==> src/rtl/harmonica_rf_pkg.sv <==
// Shared sizing and FSM encoding for the operand-fetch / register-file slice.
// Latency: n/a. Backpressure: n/a.
package harmonica_rf_pkg;
  localparam int NUM_LANES  = 8;
  localparam int NUM_WARPS  = 8;
  localparam int NUM_REGS   = 16;
  localparam int DATA_W     = 32;
  localparam int LANE_BUS_W = NUM_LANES * DATA_W;

  typedef enum logic [1:0] {
    ST_IDLE  = 2'd0,
    ST_READ  = 2'd1,
    ST_VALID = 2'd2
  } fetch_state_t;
endpackage

==> src/rtl/rf_port_arbiter.sv <==
// Arbitrates the shared register-file warp selector between writeback and operand read.
// Latency: combinational grant. Backpressure: wb_ready drops after STARVE_MAX stalled reads.
module rf_port_arbiter
  import harmonica_rf_pkg::*;
#(
  parameter int LANES      = NUM_LANES,
  parameter int BUS_W      = LANE_BUS_W,
  parameter int WARP_W     = $clog2(NUM_WARPS),
  parameter int REG_W      = $clog2(NUM_REGS),
  parameter int STARVE_MAX = 3
) (
  input  logic              clk,
  input  logic              rst_n,
  input  logic              in_read,
  input  logic [WARP_W-1:0] rd_warp,
  input  logic              wb_valid,
  input  logic [WARP_W-1:0] wb_warp,
  input  logic [REG_W-1:0]  wb_addr,
  input  logic [LANES-1:0]  wb_mask,
  input  logic [BUS_W-1:0]  wb_data,
  output logic              wb_ready,
  output logic              wb_grant,
  output logic              read_go,
  output logic [LANES-1:0]  rf_write_en,
  output logic [REG_W-1:0]  rf_waddr,
  output logic [BUS_W-1:0]  rf_wdata,
  output logic [WARP_W-1:0] rf_warp_selector
);
  localparam int CNT_W = $clog2(STARVE_MAX + 1);

  logic [CNT_W-1:0] stall_cnt;

  // Counts READ cycles lost to writebacks; a successful read restarts the count.
  always_ff @(posedge clk) begin
    if (!rst_n) begin
      stall_cnt <= '0;
    end else if (in_read) begin
      if (wb_grant) stall_cnt <= stall_cnt + CNT_W'(1);
      else          stall_cnt <= '0;
    end
  end

  assign wb_ready = rst_n && (!in_read || (int'(stall_cnt) < STARVE_MAX));
  assign wb_grant = wb_valid && wb_ready;
  assign read_go  = rst_n && in_read && !wb_grant;

  always_comb begin
    rf_write_en      = '0;
    rf_waddr         = '0;
    rf_wdata         = '0;
    rf_warp_selector = '0;
    if (wb_grant) begin
      rf_write_en      = wb_mask;
      rf_waddr         = wb_addr;
      rf_wdata         = wb_data;
      rf_warp_selector = wb_warp;
    end else if (read_go) begin
      rf_warp_selector = rd_warp;
    end
  end
endmodule

==> src/rtl/operand_fetch_ctrl.sv <==
// Fetches two source operands per issued warp instruction and holds them for the consumer.
// Latency: operands valid 2 cycles after issue acceptance when no writeback contends. Backpressure: one instruction in flight, iss_ready only in IDLE.
module operand_fetch_ctrl #(
  parameter  int NUM_LANES  = harmonica_rf_pkg::NUM_LANES,
  parameter  int NUM_WARPS  = harmonica_rf_pkg::NUM_WARPS,
  parameter  int NUM_REGS   = harmonica_rf_pkg::NUM_REGS,
  parameter  int DATA_W     = harmonica_rf_pkg::DATA_W,
  parameter  int STARVE_MAX = 3,
  localparam int WARP_W     = $clog2(NUM_WARPS),
  localparam int REG_W      = $clog2(NUM_REGS),
  localparam int BUS_W      = NUM_LANES * DATA_W
) (
  input  logic                 clk,
  input  logic                 rst_n,
  input  logic                 iss_valid,
  output logic                 iss_ready,
  input  logic [WARP_W-1:0]    iss_warp,
  input  logic [REG_W-1:0]     iss_rs1,
  input  logic [REG_W-1:0]     iss_rs2,
  input  logic                 iss_use_rs2,
  input  logic [NUM_LANES-1:0] iss_mask,
  input  logic                 wb_valid,
  output logic                 wb_ready,
  input  logic [WARP_W-1:0]    wb_warp,
  input  logic [REG_W-1:0]     wb_addr,
  input  logic [NUM_LANES-1:0] wb_mask,
  input  logic [BUS_W-1:0]     wb_data,
  output logic [NUM_LANES-1:0] rf_read_en_0,
  output logic [NUM_LANES-1:0] rf_read_en_1,
  output logic [REG_W-1:0]     rf_raddr_0,
  output logic [REG_W-1:0]     rf_raddr_1,
  output logic [NUM_LANES-1:0] rf_write_en,
  output logic [REG_W-1:0]     rf_waddr,
  output logic [BUS_W-1:0]     rf_wdata,
  output logic [WARP_W-1:0]    rf_warp_selector,
  input  logic [BUS_W-1:0]     rf_rdata_0,
  input  logic [BUS_W-1:0]     rf_rdata_1,
  output logic                 op_valid,
  input  logic                 op_ready,
  output logic [WARP_W-1:0]    op_warp,
  output logic [NUM_LANES-1:0] op_mask,
  output logic [BUS_W-1:0]     op_a,
  output logic [BUS_W-1:0]     op_b
);
  import harmonica_rf_pkg::*;

  fetch_state_t         state, state_nxt;
  logic [WARP_W-1:0]    lat_warp;
  logic [REG_W-1:0]     lat_rs1, lat_rs2;
  logic                 lat_use_rs2;
  logic [NUM_LANES-1:0] lat_mask;
  logic                 read_go, wb_grant, fwd_a, fwd_b;
  logic [BUS_W-1:0]     rd_lanes, wb_lanes;

  rf_port_arbiter #(
    .LANES(NUM_LANES), .BUS_W(BUS_W), .WARP_W(WARP_W), .REG_W(REG_W), .STARVE_MAX(STARVE_MAX)
  ) u_arb (
    .clk(clk), .rst_n(rst_n), .in_read(state == ST_READ), .rd_warp(lat_warp),
    .wb_valid(wb_valid), .wb_warp(wb_warp), .wb_addr(wb_addr), .wb_mask(wb_mask), .wb_data(wb_data),
    .wb_ready(wb_ready), .wb_grant(wb_grant), .read_go(read_go),
    .rf_write_en(rf_write_en), .rf_waddr(rf_waddr), .rf_wdata(rf_wdata),
    .rf_warp_selector(rf_warp_selector)
  );

  always_comb begin
    rd_lanes = '0;
    wb_lanes = '0;
    for (int i = 0; i < NUM_LANES; i++) begin
      rd_lanes[i*DATA_W +: DATA_W] = {DATA_W{lat_mask[i]}};
      wb_lanes[i*DATA_W +: DATA_W] = {DATA_W{wb_mask[i]}};
    end
  end

  // Held operands track writebacks to their own warp/register so they never go stale.
  assign fwd_a = wb_grant && (state == ST_VALID) && (wb_warp == lat_warp) && (wb_addr == lat_rs1);
  assign fwd_b = wb_grant && (state == ST_VALID) && (wb_warp == lat_warp) && lat_use_rs2
                 && (wb_addr == lat_rs2);

  always_ff @(posedge clk) begin
    if (!rst_n) state <= ST_IDLE;
    else        state <= state_nxt;
  end

  always_comb begin
    state_nxt = state;
    case (state)
      ST_IDLE:  if (iss_valid && iss_ready) state_nxt = ST_READ;
      ST_READ:  if (read_go) state_nxt = ST_VALID;
      ST_VALID: if (op_ready) state_nxt = ST_IDLE;
      default:  state_nxt = ST_IDLE;
    endcase
  end

  always_comb begin
    iss_ready    = 1'b0;
    op_valid     = 1'b0;
    rf_read_en_0 = '0;
    rf_read_en_1 = '0;
    rf_raddr_0   = '0;
    rf_raddr_1   = '0;
    case (state)
      ST_IDLE:  iss_ready = rst_n;
      ST_READ: begin
        if (read_go) begin
          rf_read_en_0 = lat_mask;
          rf_raddr_0   = lat_rs1;
          rf_read_en_1 = lat_use_rs2 ? lat_mask : '0;
          rf_raddr_1   = lat_rs2;
        end
      end
      ST_VALID: op_valid = 1'b1;
      default:  ;
    endcase
  end

  always_ff @(posedge clk) begin
    if (!rst_n) begin
      lat_warp    <= '0;
      lat_rs1     <= '0;
      lat_rs2     <= '0;
      lat_use_rs2 <= 1'b0;
      lat_mask    <= '0;
      op_a        <= '0;
      op_b        <= '0;
    end else begin
      if (iss_valid && iss_ready) begin
        lat_warp    <= iss_warp;
        lat_rs1     <= iss_rs1;
        lat_rs2     <= iss_rs2;
        lat_use_rs2 <= iss_use_rs2;
        lat_mask    <= iss_mask;
      end
      if (read_go) begin
        op_a <= rf_rdata_0 & rd_lanes;
        op_b <= lat_use_rs2 ? (rf_rdata_1 & rd_lanes) : '0;
      end else begin
        if (fwd_a) op_a <= (op_a & ~wb_lanes) | (wb_data & wb_lanes);
        if (fwd_b) op_b <= (op_b & ~wb_lanes) | (wb_data & wb_lanes);
      end
    end
  end

  assign op_warp = lat_warp;
  assign op_mask = lat_mask;
endmodule

==> config.mk <==
export PLATFORM = sky130hd
export DESIGN_NAME = operand_fetch_ctrl
export DESIGN_NICKNAME = d
export VERILOG_FILES = /design/src/rtl/harmonica_rf_pkg.sv /design/src/rtl/rf_port_arbiter.sv /design/src/rtl/operand_fetch_ctrl.sv
export SDC_FILE = /design/constraint.sdc
export NUM_CORES = 2
export LEC_CHECK = 0
export BUFFER_PORTS_ARGS = -buffer_cell sky130_fd_sc_hd__buf_2
export CAP_MARGIN = 15
export CORE_AREA = 2 2 629 631
export DETAILED_ROUTE_END_ITERATION = 7
export DIE_AREA = 0 0 631 633
export SLEW_MARGIN = 10
export SYNTH_ARGS = -nofsm -noshare
export SYNTH_HDL_FRONTEND = slang
export SYNTH_HIERARCHICAL = 1
export SYNTH_SLANG_ARGS = --single-unit
==> constraint.sdc <==
create_clock -name clk -period 3.9 [get_ports clk]
set_input_delay 0.78 -clock clk [delete_from_list [all_inputs] [get_ports clk]]
set_output_delay 0.78 -clock clk [all_outputs]
set_load 0.005 [all_outputs]
==> impl_metrics.json <==
{
  "hold_class": "in2reg",
  "syn_nets": 3869,
  "cts_max_path_buffers": 4,
  "drt-wirelength-per-cell_um": 35.3,
  "drtIter0Drc": 4889,
  "dp_cells": 9537,
  "drc": 0,
  "async_flop_share_pct": 0,
  "wl_um": 348000,
  "tightest_slew_ps": 1090,
  "finalNonFillerCells": 9869,
  "syn_area_um2": 29500,
  "grt_pass1_wl_um": 423000,
  "viasPerCell": 4.06,
  "cp-start-kind": "flip-flop",
  "ctsResizeCount": 0,
  "slew_headroom_pct": 27.6,
  "end_kind": "output pin",
  "rsz0062_at_grt": "false",
  "tritoncts": "done",
  "start_util_pct": 7.53,
  "hold_viol_final": 0,
  "fin_crit_sh_pct": 98.4,
  "fin_skew_ps": 47.0,
  "final_util_pct": 11.9,
  "avgSynthCellArea_um2": 9.64,
  "grt_usage_pct": 16.4,
  "final_area_um2": 46800,
  "io_buffers": 1628,
  "finalPower_mw": 16.7,
  "seqPwrFrac_pct": 35.5,
  "synth_area_leaders": "dfxtp_1 36%, a311oi_1 15%, a22oi_1 13%",
  "cts_sinks": 536,
  "hold_slack_ps": 180,
  "max_freq_mhz": 261,
  "clkLatencyLatePin_ps": 800,
  "grt_max_degree": 143,
  "nNetsFinal": 5203,
  "die_w_um": 631,
  "finalCriticalPeriod_ps": 3840,
  "synth_top_area_cell": "dfxtp_1",
  "finalMaxSlewViolations": 0,
  "cts_root_buf": "clkbuf_16",
  "ys_warn_count": 6,
  "post_synth_most_frequent_cells": "536 x dfxtp_1, 513 x a22oi_1, 512 x a211oi_1, 512 x a311oi_1, 344 x clkbuf_1",
  "cts.clk_slew.worst_paths_ps": 60,
  "num-fill-cells": 45300,
  "ys_ff_latch": 536,
  "tns_ps": 0,
  "p_per_area_nw_per_um2": 356,
  "htreeDepth": 3,
  "die_y_um": 633,
  "maxCapViolCount": 0,
  "syn_inst": 3060,
  "grt-ovfl-total": 0,
  "crit_arrival_ps": 3060,
  "first_pass_iters": 8,
  "status": "complete, no violations",
  "area_growth_pct": 58.6,
  "finalSetupViolCount": 0,
  "vias": 40000,
  "netSwitchingPower_mw": 5.64,
  "cts_buffers": 75,
  "cp_max_fo": 142,
  "critPathKind": "reg2out",
  "worst_ir_drop_vdd_uv": 294,
  "synth_top_area_share_pct": 36.4,
  "synth_edf_count": 0,
  "drive_gt1_share_pct": 48.5,
  "path_cells": "ha_1 -> and2_4 -> buf_12 -> nor3b_2 -> buf_2",
  "internal_power_mw": 11.0,
  "globalplace.congestion": 0.959,
  "p_sw_share_pct": 33.9,
  "drtAntennaViolNets": 0,
  "ff2ff_setup_slack_ps": 740,
  "placed_cell_area_um2": 43800,
  "yosysSeqAreaShare_pct": 36.4,
  "synthFlopType": "dfxtp_1",
  "dp_hpwl_um": 292000,
  "cts_setup_buffers": 0,
  "grt_pass1_vias": 34900,
  "yosys.cell_count.top_type": "dfxtp_1",
  "combPwrFrac_pct": 21.1,
  "worst_slack_ps": 61.4,
  "crit_required_ps": 3120,
  "netlist-cell-type-count": 35,
  "ioPinCount": 1629,
  "die_area_um2": 399000,
  "cp_slowest_stage_delay_ps": 660,
  "p_leak_nw": 17.1,
  "dp_slack_ps": 446,
  "antenna_found_initial": 326,
  "clkPwrFrac_pct": 43.5,
  "cpMaxStageDelayCell": "buf_12",
  "fp-row-count": 230,
  "ctsHoldBuffers": 0,
  "core-area_um2": 392000
}
worst paths after layout:
| path | cells after the start | start | end |
|---|---|---|---|
| worst max-delay path | 5 | u_arb/stall_cnt[0]$_SDFFE_PN0P_ | rf_wdata[191] |
| worst min-delay path | 3 | iss_rs2[1] | lat_rs2[1]$_SDFFE_PN0P_ |
| worst max register to register | 10 | u_arb/stall_cnt[0]$_SDFFE_PN0P_ | flip-flop |
| worst min register to register | 2 | lat_rs1[2]$_SDFFE_PN0P_ | lat_rs1[2]$_SDFFE_PN0P_ |
placed cells by master (no fill, tap or decap), types with 3 or more instances in the layout:
cell and count:
and3_1 15, clkbuf_1 14, inv_1 3, buf_12 56
diode_2 204, clkinv_2 10, buf_4 113, nor3b_1 69
a211oi_1 512, clkbuf_8 12, a311oi_1 512, dfxtp_1 535
clkbuf_16 76, nor3b_2 200, o32ai_1 3, nor2b_4 9
a31o_2 16, o21ai_0 20, and2_2 5, bufinv_16 4
and2_1 19, a22oi_1 513, nand2_1 47, nor2_1 4
clkinvlp_4 4, nor2b_1 4, xor2_1 10, and3_2 10
buf_2 1622
final cells by class:
class / instances / area, um2 / area share (%)
Sequential cell: 536 / 10700 / 22.9
Tap cell: 5220 / 6530 / 14.0
Multi-Input combinational cell: 1985 / 16400 / 35.1
Timing Repair Buffer: 1792 / 10100 / 21.6
Inverter: 4 / 22.5 / 0.0482
Clock buffer: 102 / 2120 / 4.53
Antenna cell: 204 / 510 / 1.09
Clock inverter: 26 / 309 / 0.661
power by group through the flow:
stage / registers [mW] / clock network [mW] / logic [mW]
floorplan: 6.00 / 0 / 1.27
global placement: 6.02 / 0 / 3.50
detailed placement: 6.02 / 0 / 3.52
CTS: 5.91 / 7.43 / 3.53
global route: 5.93 / 7.58 / 3.68
finish: 5.91 / 7.24 / 3.51
worst max-delay path, delay by kind of cell (launching register included):
kind / cells / cell delay (ps)
DFF: 1 / 350
and+or+nand+nor: 2 / 540
buffers and inverters: 2 / 850
adders and majority gates: 1 / 250
kinds of logic after synthesis:
logic type,Yosys count,share of synthesized area [%]
AOI/OAI and AO/OA,1579,42.3
buffers and inverters,539,8.40
DFF,536,36.4
and+or+nand+nor,393,12.5
xor gates and xnor gates,11,0.327
muxes,1,0.0339
adders and majority gates,1,0.0424
routing by layer:
| metal | vias up | part of all wire, % | wire length, um | GRT usage (%) |
|---|---|---|---|---|
| li1 | 15700 | - | - | - |
| met1 | 19600 | 36 | 125000 | 18.2 |
| met2 | 3429 | 45 | 155000 | 25.8 |
| met3 | 1120 | 13 | 46100 | 8.41 |
| met4 | 218 | 5.9 | 20600 | 7.91 |
| met5 | - | 0.46 | 1610 | 0 |
Note: power is estimated with default switching activity, not from simulation.
